File: src/rtl/seq_divider_pkg.sv
// Shared definitions for the sequential restoring divider.
// State encodings are fixed so they read the same in waveforms and on debug buses.
package seq_divider_pkg;

  localparam int STATE_W = 3;

  typedef enum logic [STATE_W-1:0] {
    ST_IDLE = 3'd0,
    ST_INIT = 3'd1,
    ST_ITER = 3'd2,
    ST_FIX  = 3'd3,
    ST_DONE = 3'd4
  } state_t;

  function automatic int cnt_width(input int m);
    return $clog2(m + 1);
  endfunction

endpackage

File: src/rtl/seq_divider_step.sv
// One restoring division iteration: shift {rem, quo} left, trial-subtract the
// divisor magnitude, keep or restore the remainder and shift in the quotient bit.
module div_step #(
  parameter int M = 32,
  parameter int N = 32
) (
  input  logic [N:0]   i_rem,
  input  logic [M-1:0] i_quo,
  input  logic [N-1:0] i_dvs,
  output logic [N:0]   o_rem,
  output logic [M-1:0] o_quo
);

  logic [N+1:0] w_sh_rem;
  logic [N:0]   w_diff;
  logic         w_lt;

  assign w_sh_rem = {i_rem, i_quo[M-1]};
  assign w_lt     = (w_sh_rem < {2'b00, i_dvs});
  assign w_diff   = w_sh_rem[N:0] - {1'b0, i_dvs};

  assign o_rem = w_lt ? w_sh_rem[N:0] : w_diff;
  assign o_quo = {i_quo[M-2:0], ~w_lt};

endmodule

File: src/rtl/seq_divider.sv
// Sequential signed divider: magnitudes are divided one quotient bit per clock,
// then signs are applied in a single fixup cycle.
module seq_divider
  import seq_divider_pkg::*;
#(
  parameter int M = 32,
  parameter int N = 32
) (
  input  logic         clk,
  input  logic         rst,
  input  logic         start,
  input  logic [M-1:0] Reg_dividend,
  input  logic [N-1:0] Reg_divisor,
  output logic         busy,
  output logic         done,
  output logic [M-1:0] Reg_quotient,
  output logic [N-1:0] Reg_remainder,
  output logic         div_zero,
  output logic         overflow
);

  localparam int CW = cnt_width(M);

  state_t         r_state, w_next;
  logic [M-1:0]   r_dividend, r_quo, w_quo_nx;
  logic [N-1:0]   r_divisor, r_dvs_mag;
  logic [N:0]     r_rem, w_rem_nx;
  logic [CW-1:0]  r_cnt;
  logic           r_sign_q, r_sign_r, r_dz, r_ovf, r_done;
  logic [N-1:0]   w_rem_mag;

  div_step #(.M(M), .N(N)) u_step (
    .i_rem (r_rem),
    .i_quo (r_quo),
    .i_dvs (r_dvs_mag),
    .o_rem (w_rem_nx),
    .o_quo (w_quo_nx)
  );

  assign w_rem_mag = r_rem[N-1:0];
  assign busy      = (r_state == ST_INIT) || (r_state == ST_ITER) || (r_state == ST_FIX);
  assign done      = r_done;

  always_ff @(posedge clk or posedge rst) begin
    if (rst) r_state <= ST_IDLE;
    else     r_state <= w_next;
  end

  always_comb begin
    w_next = r_state;
    case (r_state)
      ST_IDLE, ST_DONE: if (start) w_next = ST_INIT;
      ST_INIT:          w_next = (r_divisor == '0) ? ST_FIX : ST_ITER;
      ST_ITER:          if (r_cnt == CW'(1)) w_next = ST_FIX;
      ST_FIX:           w_next = ST_DONE;
      default:          w_next = ST_IDLE;
    endcase
  end

  always_ff @(posedge clk or posedge rst) begin
    if (rst) begin
      r_dividend    <= '0;
      r_divisor     <= '0;
      r_dvs_mag     <= '0;
      r_quo         <= '0;
      r_rem         <= '0;
      r_cnt         <= '0;
      r_sign_q      <= 1'b0;
      r_sign_r      <= 1'b0;
      r_dz          <= 1'b0;
      r_ovf         <= 1'b0;
      r_done        <= 1'b0;
      Reg_quotient  <= '0;
      Reg_remainder <= '0;
      div_zero      <= 1'b0;
      overflow      <= 1'b0;
    end else begin
      r_done <= (r_state == ST_FIX);
      case (r_state)
        ST_IDLE, ST_DONE: begin
          if (start) begin
            r_dividend <= Reg_dividend;
            r_divisor  <= Reg_divisor;
            div_zero   <= 1'b0;
            overflow   <= 1'b0;
          end
        end
        ST_INIT: begin
          r_dvs_mag <= r_divisor[N-1] ? -r_divisor : r_divisor;
          r_quo     <= r_dividend[M-1] ? -r_dividend : r_dividend;
          r_rem     <= '0;
          r_cnt     <= CW'(M);
          r_sign_q  <= r_dividend[M-1] ^ r_divisor[N-1];
          r_sign_r  <= r_dividend[M-1];
          r_dz      <= (r_divisor == '0);
          // The wrapped quotient already comes out of the magnitude path; only the flag needs decoding.
          r_ovf     <= (M == N) && (r_dividend == {1'b1, {(M-1){1'b0}}}) && (r_divisor == '1);
        end
        ST_ITER: begin
          r_rem <= w_rem_nx;
          r_quo <= w_quo_nx;
          r_cnt <= r_cnt - CW'(1);
        end
        ST_FIX: begin
          if (r_dz) begin
            Reg_quotient  <= '1;
            Reg_remainder <= r_dividend[N-1:0];
            div_zero      <= 1'b1;
          end else begin
            Reg_quotient  <= r_sign_q ? -r_quo : r_quo;
            Reg_remainder <= r_sign_r ? -w_rem_mag : w_rem_mag;
            overflow      <= r_ovf;
          end
        end
        default: ;
      endcase
    end
  end

endmodule

File: config.mk
export PLATFORM = sky130hd
export DESIGN_NAME = seq_divider
export DESIGN_NICKNAME = d
export VERILOG_FILES = /design/src/rtl/seq_divider_pkg.sv /design/src/rtl/seq_divider_step.sv /design/src/rtl/seq_divider.sv
export SDC_FILE = /design/constraint.sdc
export NUM_CORES = 1
export LEC_CHECK = 0
export CORE_MARGIN = 2
export CORE_UTILIZATION = 37
export DETAILED_ROUTE_END_ITERATION = 8
export HOLD_SLACK_MARGIN = 0.02
export PLACE_DENSITY_LB_ADDON = 0.05
export SLEW_MARGIN = 20
export SYNTH_ARGS = -nofsm -noshare
export SYNTH_HDL_FRONTEND = slang
export SYNTH_SLANG_ARGS = --single-unit
File: constraint.sdc
create_clock -name clk -period 10.1 [get_ports clk]
set_input_delay 1.01 -clock clk [delete_from_list [all_inputs] [get_ports clk]]
set_output_delay 1.01 -clock clk [all_outputs]
set_load 0.02 [all_outputs]
==> results of run 1 <==
==> synthesized netlist by cell type (all sizes together) (6+ instances only) <==
master  number  area, sq um
a21o        20          150
a21oi      114          571
a22oi       30          225
a32oi        7         61.3
buf          6         23.8
clkbuf      77          289
dfrtp      241         6030
ha          39          488
inv         52          195
mux2        60          676
mux2i        9         90.1
nand2      182          683
nand2b      20          133
nand3       14         75.1
nand4       15         93.8
nor2       103          387
nor2b        8         50.1
nor3        16         91.3
nor4        13          109
o211ai       7         52.6
o21a         6         45.0
o21ai      180          901
o31ai       36          284
o41ai       12          105
or3         12         75.1
or4         13          105
xnor2       31          272
xor2       115         1010
==> sequential cells by signal, indices dropped and copies added, names as in the netlist <==
name           count
r_quo             32
r_dividend        32
r_sign_q           1
r_cnt              6
div_zero           1
done               1
r_dz               1
r_dvs_mag         32
r_state            3
r_ovf              1
r_rem             33
overflow           1
r_sign_r           1
Reg_quotient      32
Reg_remainder     32
r_divisor         32
==> routing by layer <==
layer	vias up	track usage, %
met5	-	0
li1	5516	-
met4	0	4.26
met1	5233	27.3
met2	160	32.9
met3	47	1.92
==> metrics by stage <==
stage / worst slack [ps] / cell area [sq um]
2_1_floorplan: 2470 / 13800
3_3_place_gp: 6310 / 15500
3_5_place_dp: 6160 / 15500
4_1_cts: 6140 / 16500
5_1_grt: 5800 / 16500
6_report: 6160 / 16500
==> worst min-delay path by stage <==
| stage | start | end | slack [ps] |
|---|---|---|---|
| 2_1_floorplan | r_cnt[5] | r_cnt[5] | 450 |
| 3_3_place_gp | r_cnt[5] | r_cnt[5] | 460 |
| 3_5_place_dp | Reg_remainder[28] | Reg_remainder[28] | 470 |
| 4_1_cts | Reg_remainder[28] | Reg_remainder[28] | 480 |
| 5_1_grt | r_dvs_mag[17] | r_dvs_mag[17] | 500 |
| 6_report | r_dvs_mag[22] | r_dvs_mag[22] | 480 |
==> power by group through the flow <==
stage               clock [mW]  sequential [mW]  combinational (mW)
floorplan                    0             1.95                2.42
global placement             0             2.02                3.38
detailed placement           0             2.03                3.40
CTS                       1.09             2.02                3.41
global route              1.13             2.10                3.81
finish                    1.07             2.01                3.37
==> critical path: cells and delay by family (launching register included) <==
kind / cells / cell delay, ps
adder cells (fa/ha/maj): 2 / 420
AND/OR/NAND/NOR: 2 / 950
flip-flops: 1 / 370
buffers and inverters: 2 / 150
AO/OA/AOI/OAI: 6 / 1940
==> cells by family after synthesis <==
kind of cell    synth area share [%]
buf+inv                         3.71
compound gates                  19.7
flops                           43.8
fa+ha+maj                       3.69
simple gates                    14.3
mux                             5.56
xor+xnor                        9.28
==> cell usage in the layout, fill, tap and decap left out, types with 5 or more instances in the layout <==
| cell type | synthesis | routed |
|---|---|---|
| a21o_1 | 20 | 20 |
| a21oi_1 | 114 | 114 |
| a22oi_1 | 30 | 30 |
| a31oi_1 | 5 | 5 |
| a32oi_1 | 7 | 7 |
| buf_4 | 0 | 14 |
| clkbuf_1 | 77 | 11 |
| clkbuf_16 | 0 | 29 |
| clkbuf_8 | 0 | 5 |
| clkdlybuf4s50_1 | 0 | 134 |
| dfrtp_1 | 241 | 240 |
| ha_1 | 39 | 39 |
| inv_1 | 52 | 51 |
| mux2_2 | 60 | 60 |
| mux2i_1 | 9 | 9 |
| nand2_1 | 182 | 181 |
| nand2b_1 | 19 | 19 |
| nand3_1 | 13 | 13 |
| nand4_1 | 15 | 15 |
| nor2_1 | 103 | 101 |
| nor2b_1 | 8 | 7 |
| nor3_1 | 15 | 15 |
| nor4_1 | 10 | 9 |
| o211ai_1 | 7 | 7 |
| o21a_1 | 6 | 6 |
| o21ai_0 | 170 | 170 |
| o21ai_1 | 10 | 10 |
| o31a_1 | 5 | 5 |
| o31ai_1 | 35 | 35 |
| o41ai_1 | 12 | 12 |
| or3_1 | 12 | 12 |
| or4_1 | 11 | 11 |
| xnor2_1 | 31 | 31 |
| xor2_1 | 115 | 115 |
==> area by class of cell <==
cell class | instances | area, sq um
fill | 3651 | 20100
multi-input combinational | 1124 | 7270
sequential | 241 | 6030
timing repair buffer | 148 | 1450
clock buffer | 45 | 836
tap | 468 | 586
inverter | 53 | 206
clock inverter | 8 | 130
==> metrics.cfg, run 1 <==
[status]
outcome = finished, final reports clean

[worst_hold_path]
worst_hold_path_type = flop to flop
holdPathStages = 2

[critical_path]
arrival_ps = 4410
endpoint = r_rem[21]
r2r-end = r_rem[21]
ff2ff_setup_slack_ps = 6160
worstSetupPathType = flop to flop
startpoint = r_quo[31]
cpMostUsedCell = inv_1
r2r-start = r_quo[31]
crit_slowest_cell = a211o_1
cp_max_fo = 27
crit_chain = inv_1 -> ha_1 -> inv_1 -> fa_1 -> a21o_1 -> a311o_1 -> a31oi_1 -> o211a_1 -> nor3_1 -> a211o_1 -> nand2_1 -> o21ai_0
critPathLaunchType = flop
end_kind = flop
cp_slowest_stage_delay_ps = 840
critPathRequiredTime_ps = 10560
worstRegToRegCells = 12

[cts]
cts_sinks = 241
clkTransAtPathRegs_ps = 60
clk_path_buf_depth = 3
cts_resized = 0
cts_hold_buf = 0
post_cts_buffers = 0
numCtsBuffers = 29
cts_tree = yes
cts_root_buffer = clkbuf_16
cts_max_level = 1
clkLatencyLatePin_ps = 570

[flow_run]
maxCapViolations = 0

[timing]
max_freq_mhz = 254
slew_violations = 0
finClkSkew_ps = 12.8
slew_headroom_pct = 31.7
worst_pin_slew_ps = 1020
setup_viol = 0
holdWs_ps = 477
tns_ps = 0
period_minus_slack_ps = 3940
rsz0062_at_grt = false
timing.final.crit_share_pct = 39.0
finalHoldViolCount = 0

[logic_synthesis]
ys_warn_count = 0
synthFlopType = dfrtp_1
syn_nets = 1608
synth_seq_cells = 241
syn_area_sq_mm = 0.0138
syn_area_per_cell_sq_um = 9.18
netlist_instances = 1501
synth-seq-area-share_pct = 43.8
synth_cell_types = 70
synth_edf_count = 0
synth-async-reset-ratio_pct = 100

[global_route]
gr-total-overflow = 0
grt_util_all_layers_pct = 19.5
grt_pass1_wl_um = 61100
antenna_found_initial = 1
grt_max_degree = 122
grt_pass1_vias = 11000

[drt]
firstDrtPassIters = 5
routed.top_layer = met4
wl_met1_um = 18100
vias = 11000
wl_met2_um = 17600
drc_errors = 0
vias_per_cell = 5.25
drt.antenna.violating_nets = 0
wl_met3_um = 1100
routedWlPerCell_um = 18.0
drt_iter0_markers = 535
wl_um = 37500

[placed_design]
hpwl_um = 26600
routabilityCongestion = 0.832
port-buffer-count = 134
dp.cells = 2034

[final_layout]
area_growth_syn_to_layout_pct = 19.8
fin_nets = 1704
antennaDiodeCount = 0
drive_gt1_share_pct = 8.77
fin_util_pct = 45.1
layoutNonFillerInstCount = 2087

[power]
irDropWorstVdd_mv = 0.148
switching_share_pct = 45.3
p_clk_share_pct = 16.5
p_switching_mw = 2.92
p_int_mw = 3.53
power_density_mw_per_mm2 = 391
finalPower_mw = 6.46
combPwrFrac_pct = 52.3
p_leak_nw = 7.06
power_frac_seq_pct = 31.2

[floorplanning]
io_pins = 135
rows = 70
dieWidth_um = 197
dieArea_sq_mm = 0.0388
start_util_pct = 37.6
die_h_um = 197
coreArea_sq_mm = 0.0366

No activity file was read; power rests on OpenSTA's default activity.
==> run 2, diff against run 1 <==
clock period = 3.3 ns   (was 10.1 ns; I/O delays follow)
==> metrics.cfg, run 2 (synthesized netlist as in run 1, its figures left out) <==
[final_layout]
layoutNonFillerInstCount = 2133
antennaDiodeCount = 0
fill_cells = 3583
drive_gt1_share_pct = 11.8
layout_common_cells = dfrtp_1 (240), nand2_1 (181), o21ai_0 (170)
area_growth_syn_to_layout_pct = 23.4
stdcell_area_sq_mm = 0.0170
largest_register = r_rem
largest_reg_flops = 33
fin_nets = 1748
layout_commonest_cell = dfrtp_1

[drt]
vias_per_cell = 5.26
drt.antenna.violating_nets = 0
routedWlPerCell_um = 17.9
drc_errors = 0
wl_um = 38200
firstDrtPassIters = 5
drt_iter0_markers = 537
vias = 11200

[timing]
rsz0062_at_grt = false
period_minus_slack_ps = 3140
max_freq_mhz = 318
slew_violations = 0
finalHoldViolCount = 0
slew_headroom_pct = 29.6
finClkSkew_ps = 9.37
setup_viol = 0
worst_pin_slew_ps = 1050
timing.final.crit_share_pct = 95.2

[floorplanning]
coreArea_sq_mm = 0.0366
dieWidth_um = 197
die_h_um = 197
dieArea_sq_mm = 0.0388
rows = 70
start_util_pct = 37.6
io_pins = 135

[power]
finalPower_mw = 20.5
power_density_mw_per_mm2 = 1210
p_leak_nw = 7.33
irDropWorstVdd_mv = 0.488

[critical_path]
cp_max_fo = 17
startpoint = r_quo[31]
r2r-end = r_rem[1]
critPathRequiredTime_ps = 3720
end_kind = flop
critPathLaunchType = flop
worstSetupPathType = flop to flop
arrival_ps = 3560
r2r-start = r_quo[31]
worstRegToRegCells = 13
ff2ff_setup_slack_ps = 160

[placed_design]
routabilityCongestion = 0.889
hpwl_um = 28000
port-buffer-count = 134
postPlaceCellArea_sq_mm = 0.0159
dp.cells = 2075

[worst_hold_path]
holdPathStages = 3
worst_hold_path_type = primary input to flop
hp-start = Reg_divisor[1]
holdPathEnd = r_divisor[1]

[status]
outcome = finished, final reports clean

[global_route]
grt_max_degree = 143
grt_pass1_wl_um = 62400
antenna_found_initial = 1
grt_util_all_layers_pct = 19.9
gr-total-overflow = 0
grt_pass1_vias = 11100

[cts]
cts_max_level = 1
cts_tree = yes
clk_path_buf_depth = 3
cts_sinks = 241
clkTransAtPathRegs_ps = 60
clkLatencyLatePin_ps = 560
cts_root_buffer = clkbuf_16
numCtsBuffers = 30

[flow_run]
maxCapViolations = 0

[run 2: metal layers]
| layer | vias up | global-route usage (%) | part of all wire, % |
|---|---|---|---|
| met3 | 45 | 2.28 | 3.9 |
| met4 | 0 | 4.62 | 1.7 |
| li1 | 5619 | - | - |
| met2 | 209 | 31.7 | 46 |
| met5 | - | 0 | 0 |
| met1 | 5353 | 29.0 | 49 |
[run 2: per-stage QoR]
| step | util (%) | setup WS [ps] | setup TNS (ps) | hold WS (ps) |
|---|---|---|---|---|
| finish | 46.4 | 160 | 0 | 353 |
| global route | 46.4 | 12.4 | 0 | 361 |
| CTS | 46.3 | 35.1 | 0 | 340 |
| detailed placement | 43.4 | -0.430 | -0.430 | 471 |
| global placement | 43.4 | 8.46 | 0 | 464 |
| floorplan | - | -192 | -46230 | 446 |
[run 2: worst max path at each step]
stage,to,cells past startpoint
detailed placement,r_state[0],10
global placement,r_state[0],10
floorplan,Reg_quotient[0],1
CTS,r_rem[30],14
global route,r_rem[5],14
finish,r_rem[1],13
[run 2: cell type report]
type                    instances  area (sq um)  area share [%]
clock inverters                11           155           0.913
flip-flops and latches        241          6030            35.5
repair buffers                191          1830            10.8
inverters                      53           203            1.19
multi-input cells            1124          7310            43.0
clock buffers                  45           878            5.17
well taps                     468           586            3.44
[run 2: critical path: stages, from the launching register on]
cell and delay (ps):
dfrtp_1 410, inv_2 80, ha_1 170, inv_1 60, fa_2 350, a21o_1 190
a311o_1 370, a31oi_2 220, o211a_1 200, nor3_2 90, a211o_1 360, buf_4 230
a21oi_1 160, o22ai_1 100
[run 2: repair_timing]
item,CTS,global route
gates cloned,0,0
hold endpoints to repair,1,0
gates resized for setup,1,9
pin swaps,0,4
buffers inserted,0,1
setup endpoints to repair,1,24
hold buffers,1,0
[run 2: power by group]
part / switching [mW] / internal, mW
Sequential: 1.62 / 4.35
Combinational: 6.24 / 4.87
Clock: 1.28 / 2.14
Total: 9.14 / 11.4
==> RTL change 1: new RTL, config.mk and constraints of run 2 <==
Re-encode `state_t` (5 states) as one-hot, 5 bits wide.
--- a/src/rtl/seq_divider_pkg.sv
+++ b/src/rtl/seq_divider_pkg.sv
@@ -4,12 +4,12 @@
 
   localparam int STATE_W = 3;
 
-  typedef enum logic [STATE_W-1:0] {
-    ST_IDLE = 3'd0,
-    ST_INIT = 3'd1,
-    ST_ITER = 3'd2,
-    ST_FIX  = 3'd3,
-    ST_DONE = 3'd4
+  typedef enum logic [4:0] {
+    ST_IDLE = 5'b00001,
+    ST_INIT = 5'b00010,
+    ST_ITER = 5'b00100,
+    ST_FIX  = 5'b01000,
+    ST_DONE = 5'b10000
   } state_t;
 
   function automatic int cnt_width(input int m);
Behaviour: same outputs for any inputs over 10 cycles, from zero or initial values and one cycle with rst high; not proved beyond that.
==> RTL change 1 against run 2 <==
Combinational power increased by 6%; global-route usage rose by 0.76 points; area after synthesis up 0.74%; via count is 2.5% higher; sequential cell count up 2; power grew 0.93%; design area up 2.7%; core utilization up 1.0 points; count of clock-buffer cells in the layout rose by 4; worst setup slack worse by 67 ps; clock power is 9.6% lower; die area increased by 0.73%; wire length is 5.4% higher; sequential share of layout area is 0.62 points lower; highest routed layer unchanged.
==> RTL change 1: results (changes against run 2) <==
[run_status]
outcome=finished, final reports clean

[synthesis]
synth_mux_area_share_pct=6.74  ; +1.2 points
synth_top_cell_area_share_pct=43.6  ; -0.14 points
ys_types=60  ; -14%
async_flop_share_pct=100  ; unchanged
yosys.area_share.xor_xnor_pct=9.21  ; -0.069 points
netlist_instances=1493  ; -0.53%
ys_seq_area_share_pct=43.8  ; +0.046 points
synthTopCellsByCount=dfrtp_1 (242), o21ai_0 (185), nand2_1 (171)
synth_compound_area_share_pct=18.9  ; -0.86 points

[grt]
grt_pass1_wl_mm=64.2  ; +3.0%
track_usage_pct=20.7  ; +0.76 points
grt_pass1_vias=11500  ; +4.0%
gr-usage-met3_pct=2.49  ; +0.21 points
met2_usage_pct=35.6  ; +3.9 points
antenna_found_initial=2  ; +1
use_met1_pct=27.6  ; -1.4 points
grt_max_degree=68  ; -52%

[placement]
placed_area_um2=16400  ; +3.2%
place_inst=2116  ; +2.0%
pre_cts_slack_ps=-137  ; -137 ps

[layout]
fill_cells=3612  ; +0.81%
fin_util_pct=47.5  ; +1.0 points
final_nets=1790  ; +2.4%
drive_gt1_share_pct=14.8  ; +2.9 points

[timing]
tightest_slew_ps=842  ; -208 ps
fin_crit_sh_pct=97.2  ; +2.0 points
skew_ps=14.6  ; +5.21 ps

[detailed_routing]
wl_per_cell_um=18.5  ; +3.4%
routed_via_density=5.29  ; +0.60%
drt_first_iter_violations=623  ; +16%
wl_mm=40.3  ; +5.4%
wl_met2_mm=19.3  ; +10%
met3_wirelength_mm=1.49  ; +1.0%
wl_met1_mm=18.4  ; -0.90%

[setup_path]
critPathSlowestCell=or4_4
critPathTopFamily=simple AND/OR/NAND/NOR gates
r2r_end=r_quo[29]
max_stage_delay_ps=560  ; +150 ps
arrival_ps=3640  ; +80 ps
r2r_setup_slack_ps=90  ; -70 ps
r2r_cells=9  ; -4
cp_max_fo=4  ; -13
rr_startpoint=r_dividend[0]

[clocking]
cts_buffers=29  ; -3.3%

[pwr]
p_leak_nw=7.75  ; +5.8%
vdd_drop_max_mv=0.519  ; +6.3%

RTL change 1: cell count changes after synthesis, moves of 6 or more:
| cell | before | now |
|---|---|---|
| o21ai_0 | 170 | 185 |
| a21oi_1 | 114 | 98 |
| nand3_1 | 13 | 21 |
| nor2_1 | 103 | 87 |
| a21o_1 | 20 | 10 |
| mux2i_1 | 9 | 26 |
| or4_1 | 11 | 17 |
| a221o_1 | 0 | 6 |
| nand2_1 | 182 | 171 |
RTL change 1: worst max-delay path by stage:
stage / slack (ps) / start / to
3_3_place_gp: -120 / r_dividend[0] / r_quo[30]
5_1_grt: -20 / r_dividend[0] / r_quo[29]
3_5_place_dp: -140 / r_dividend[0] / r_quo[30]
4_1_cts: -10 / r_dividend[0] / r_quo[30]
6_report: 90 / r_dividend[0] / r_quo[29]
2_1_floorplan: -220 / rst / Reg_quotient[0]
RTL change 1: layout make-up:
| cell class | count | share of cell area, % |
|---|---|---|
| clock buffer | 49 | 5.10 |
| clock inverter | 5 | 0.179 |
| inverter | 57 | 1.25 |
| multi-input combinational | 1111 | 42.3 |
| sequential | 243 | 34.9 |
| tap | 468 | 3.35 |
| timing repair buffer | 241 | 13.0 |
RTL change 1: kinds of logic (layout without fill, tap and decap cells):
group,count (synthesis),after routing
xor+xnor,146,146
buf+inv,139,352
compound gates,433,433
mux,86,86
flops,243,243
simple gates,406,406
fa+ha+maj,40,40
RTL change 1: timing repair:
item / 4_1_cts / 5_1_grt
endpoints found under the setup margin: 14 / 51
gates resized for setup: 6 / 13
gates cloned: 0 / 1
pin swaps: 0 / 3
buffers inserted: 0 / 3
RTL change 1: power by group:
group	switching (W)	leakage [nW]	internal, W	total, W
clock network	0.00126	0.451	0.00182	0.00309
registers	0.00156	3.11	0.00425	0.00580
logic	0.00629	4.19	0.00551	0.0118
==> RTL change 2: new RTL, config.mk and constraints of run 2 <==
Without the edit above. `N` is set to 32 in 2 places; all go to 16.
--- a/src/rtl/seq_divider_step.sv
+++ b/src/rtl/seq_divider_step.sv
@@ -2,7 +2,7 @@
 // divisor magnitude, keep or restore the remainder and shift in the quotient bit.
 module div_step #(
   parameter int M = 32,
-  parameter int N = 32
+  parameter int N = 16
 ) (
   input  logic [N:0]   i_rem,
   input  logic [M-1:0] i_quo,
--- a/src/rtl/seq_divider.sv
+++ b/src/rtl/seq_divider.sv
@@ -4,7 +4,7 @@
   import seq_divider_pkg::*;
 #(
   parameter int M = 32,
-  parameter int N = 32
+  parameter int N = 16
 ) (
   input  logic         clk,
   input  logic         rst,
Interface: changed (resized Reg_divisor and Reg_remainder); port bits go from 135 to 103. The function was not compared with the original's and may differ.
==> RTL change 2 against run 2 <==
Design area decreased by 31%; worst setup slack improved by 190 ps; sequential cell count is 66 lower; via count decreased by 32%; global-route usage fell by 0.74 points; clock skew about the same; area after synthesis fell by 29%; fmax increased by 6.5%; wire length down 33%; critical endpoint is now r_rem[8]; power fell by 36%; core utilization fell by 1.1 points.
==> RTL change 2: results (changes against run 2) <==
[run_status]
outcome=finished, final reports clean

[clocking]
worstSkewPairLatency_ps=430  ; -130 ps
clk_pin_slew_ps=70
cts_root_buffer=clkbuf_16
cts-resized-gates=0  ; -1
post_cts_buffers=0  ; unchanged
cts.path.max_buffers=2  ; -1
cts_buffers=17  ; -43%
cts_htree_levels=4  ; +3

[grt]
grt_pass1_wl_mm=42.6  ; -32%
grt_max_degree=120  ; -16%
antenna_found_initial=0  ; -1
met2_usage_pct=29.1  ; -2.6 points
grt_pass1_vias=7632  ; -31%
use_met1_pct=28.8  ; -0.28 points
gr-usage-met3_pct=2.76  ; +0.49 points
track_usage_pct=19.2  ; -0.74 points

[detailed_routing]
met3_wirelength_um=925  ; -37%
dr.max_layer_used=met4
wl_met1_mm=13.1  ; -30%
wl_met2_mm=11.3  ; -35%
drt_first_iter_violations=496  ; -7.6%
dr.pass1.iters=5  ; unchanged
routed_via_density=5.23  ; -0.70%
wl_mm=25.6  ; -33%

[placement]
hpwl_mm=18.3  ; -35%
place_congestion=0.852  ; -4.1%
pre_cts_slack_ps=345  ; +345 ps
io_buffers=101  ; -25%

[synthesis]
ys.warnings.count=0  ; unchanged
synth.area.top_cells=dfrtp_1 (45%), o21ai_0 (6.0%), mux2_2 (5.1%)
async_flop_share_pct=100  ; unchanged
ys_types=65  ; -7.1%
synth_edf_count=0  ; unchanged
syn_nets=1107  ; -31%
synth_top_flop_cell=dfrtp_1
ys_seq_area_share_pct=45.0  ; +1.3 points
synthTopCellsByCount=dfrtp_1 (175), nand2_1 (124), o21ai_0 (116)

[timing]
skew_ps=9.32  ; -0.0512 ps
max-slew-margin-rel_pct=52.8  ; +23 points

[pwr]
p_comb_share_pct=50.2  ; -4.0 points
vdd_drop_max_mv=0.450  ; -7.7%
p_leak_nw=4.94  ; -33%
p_int_w=0.00733  ; -35%
clkPwrFrac_pct=16.0  ; -0.7 points
top_power_group=combinational cells

[layout]
largest_registers=Reg_quotient x32, r_dividend x32, r_quo x32
antenna_cells=0  ; unchanged
drive_gt1_share_pct=10.9  ; -0.98 points
final_nets=1196  ; -32%

[setup_path]
arrival_ps=3250  ; -310 ps
critPathSlowestCell=fa_1
rr_startpoint=r_quo[31]
r2r_end=r_rem[8]
cp_max_fo=22  ; +5
max_stage_delay_ps=400
r2r_cells=12  ; -1
critPathTopFamily=compound AO/OA/AOI/OAI gates

[min_path]
hold_path.class=input port to async pin

## RTL change 2: cell count changes in the layout (fill, tap and decap cells not counted), sizes merged, moves of 17 or more
cell and change:
dfrtp -66, xor2 -62, nand2 -57, o21ai -57, a21oi -43, nor2 -39, clkdlybuf4s50 -33, buf -29
clkbuf -28, o31ai -18, ha -17
## RTL change 2: cell type report
class	count	area, µm²
Tap cell	335	419
Fill cell	2519	14200
Clock buffer	17	425
Clock inverter	13	164
Multi-Input combinational cell	762	4950
Inverter	38	146
Sequential cell	175	4380
Timing Repair Buffer	128	1250
## RTL change 2: worst max-delay path by stage
stage	depth (start not counted)	start	end
finish	12	r_quo[31]	r_rem[8]
global route	12	r_quo[31]	r_rem[1]
CTS	12	r_quo[31]	r_rem[1]
detailed placement	12	r_quo[31]	r_rem[8]
global placement	12	r_quo[31]	r_rem[1]
floorplan	12	r_quo[31]	r_rem[1]
## RTL change 2: cells by family after synthesis
kind of cell | after synthesis | synth area share, %
muxes | 65 | 7.26
other | 1 | 0.0386
adders and majority gates | 23 | 3.04
AOI/OAI and AO/OA | 297 | 18.3
and+or+nand+nor | 292 | 14.7
xor gates and xnor gates | 84 | 7.56
buffers and inverters | 96 | 4.16
DFF | 175 | 45.0
## RTL change 2: per-stage QoR
step | std cells | instance area (µm²) | power (W) | hold WS [ps]
detailed placement | 1438 | 11100 | 0.0111 | 462
global placement | 1438 | 11100 | 0.0110 | 461
finish | 1468 | 11700 | 0.0131 | 434
global route | 1468 | 11700 | 0.0142 | 476
floorplan | 1033 | 9730 | 0.00884 | 446
CTS | 1468 | 11700 | 0.0132 | 439
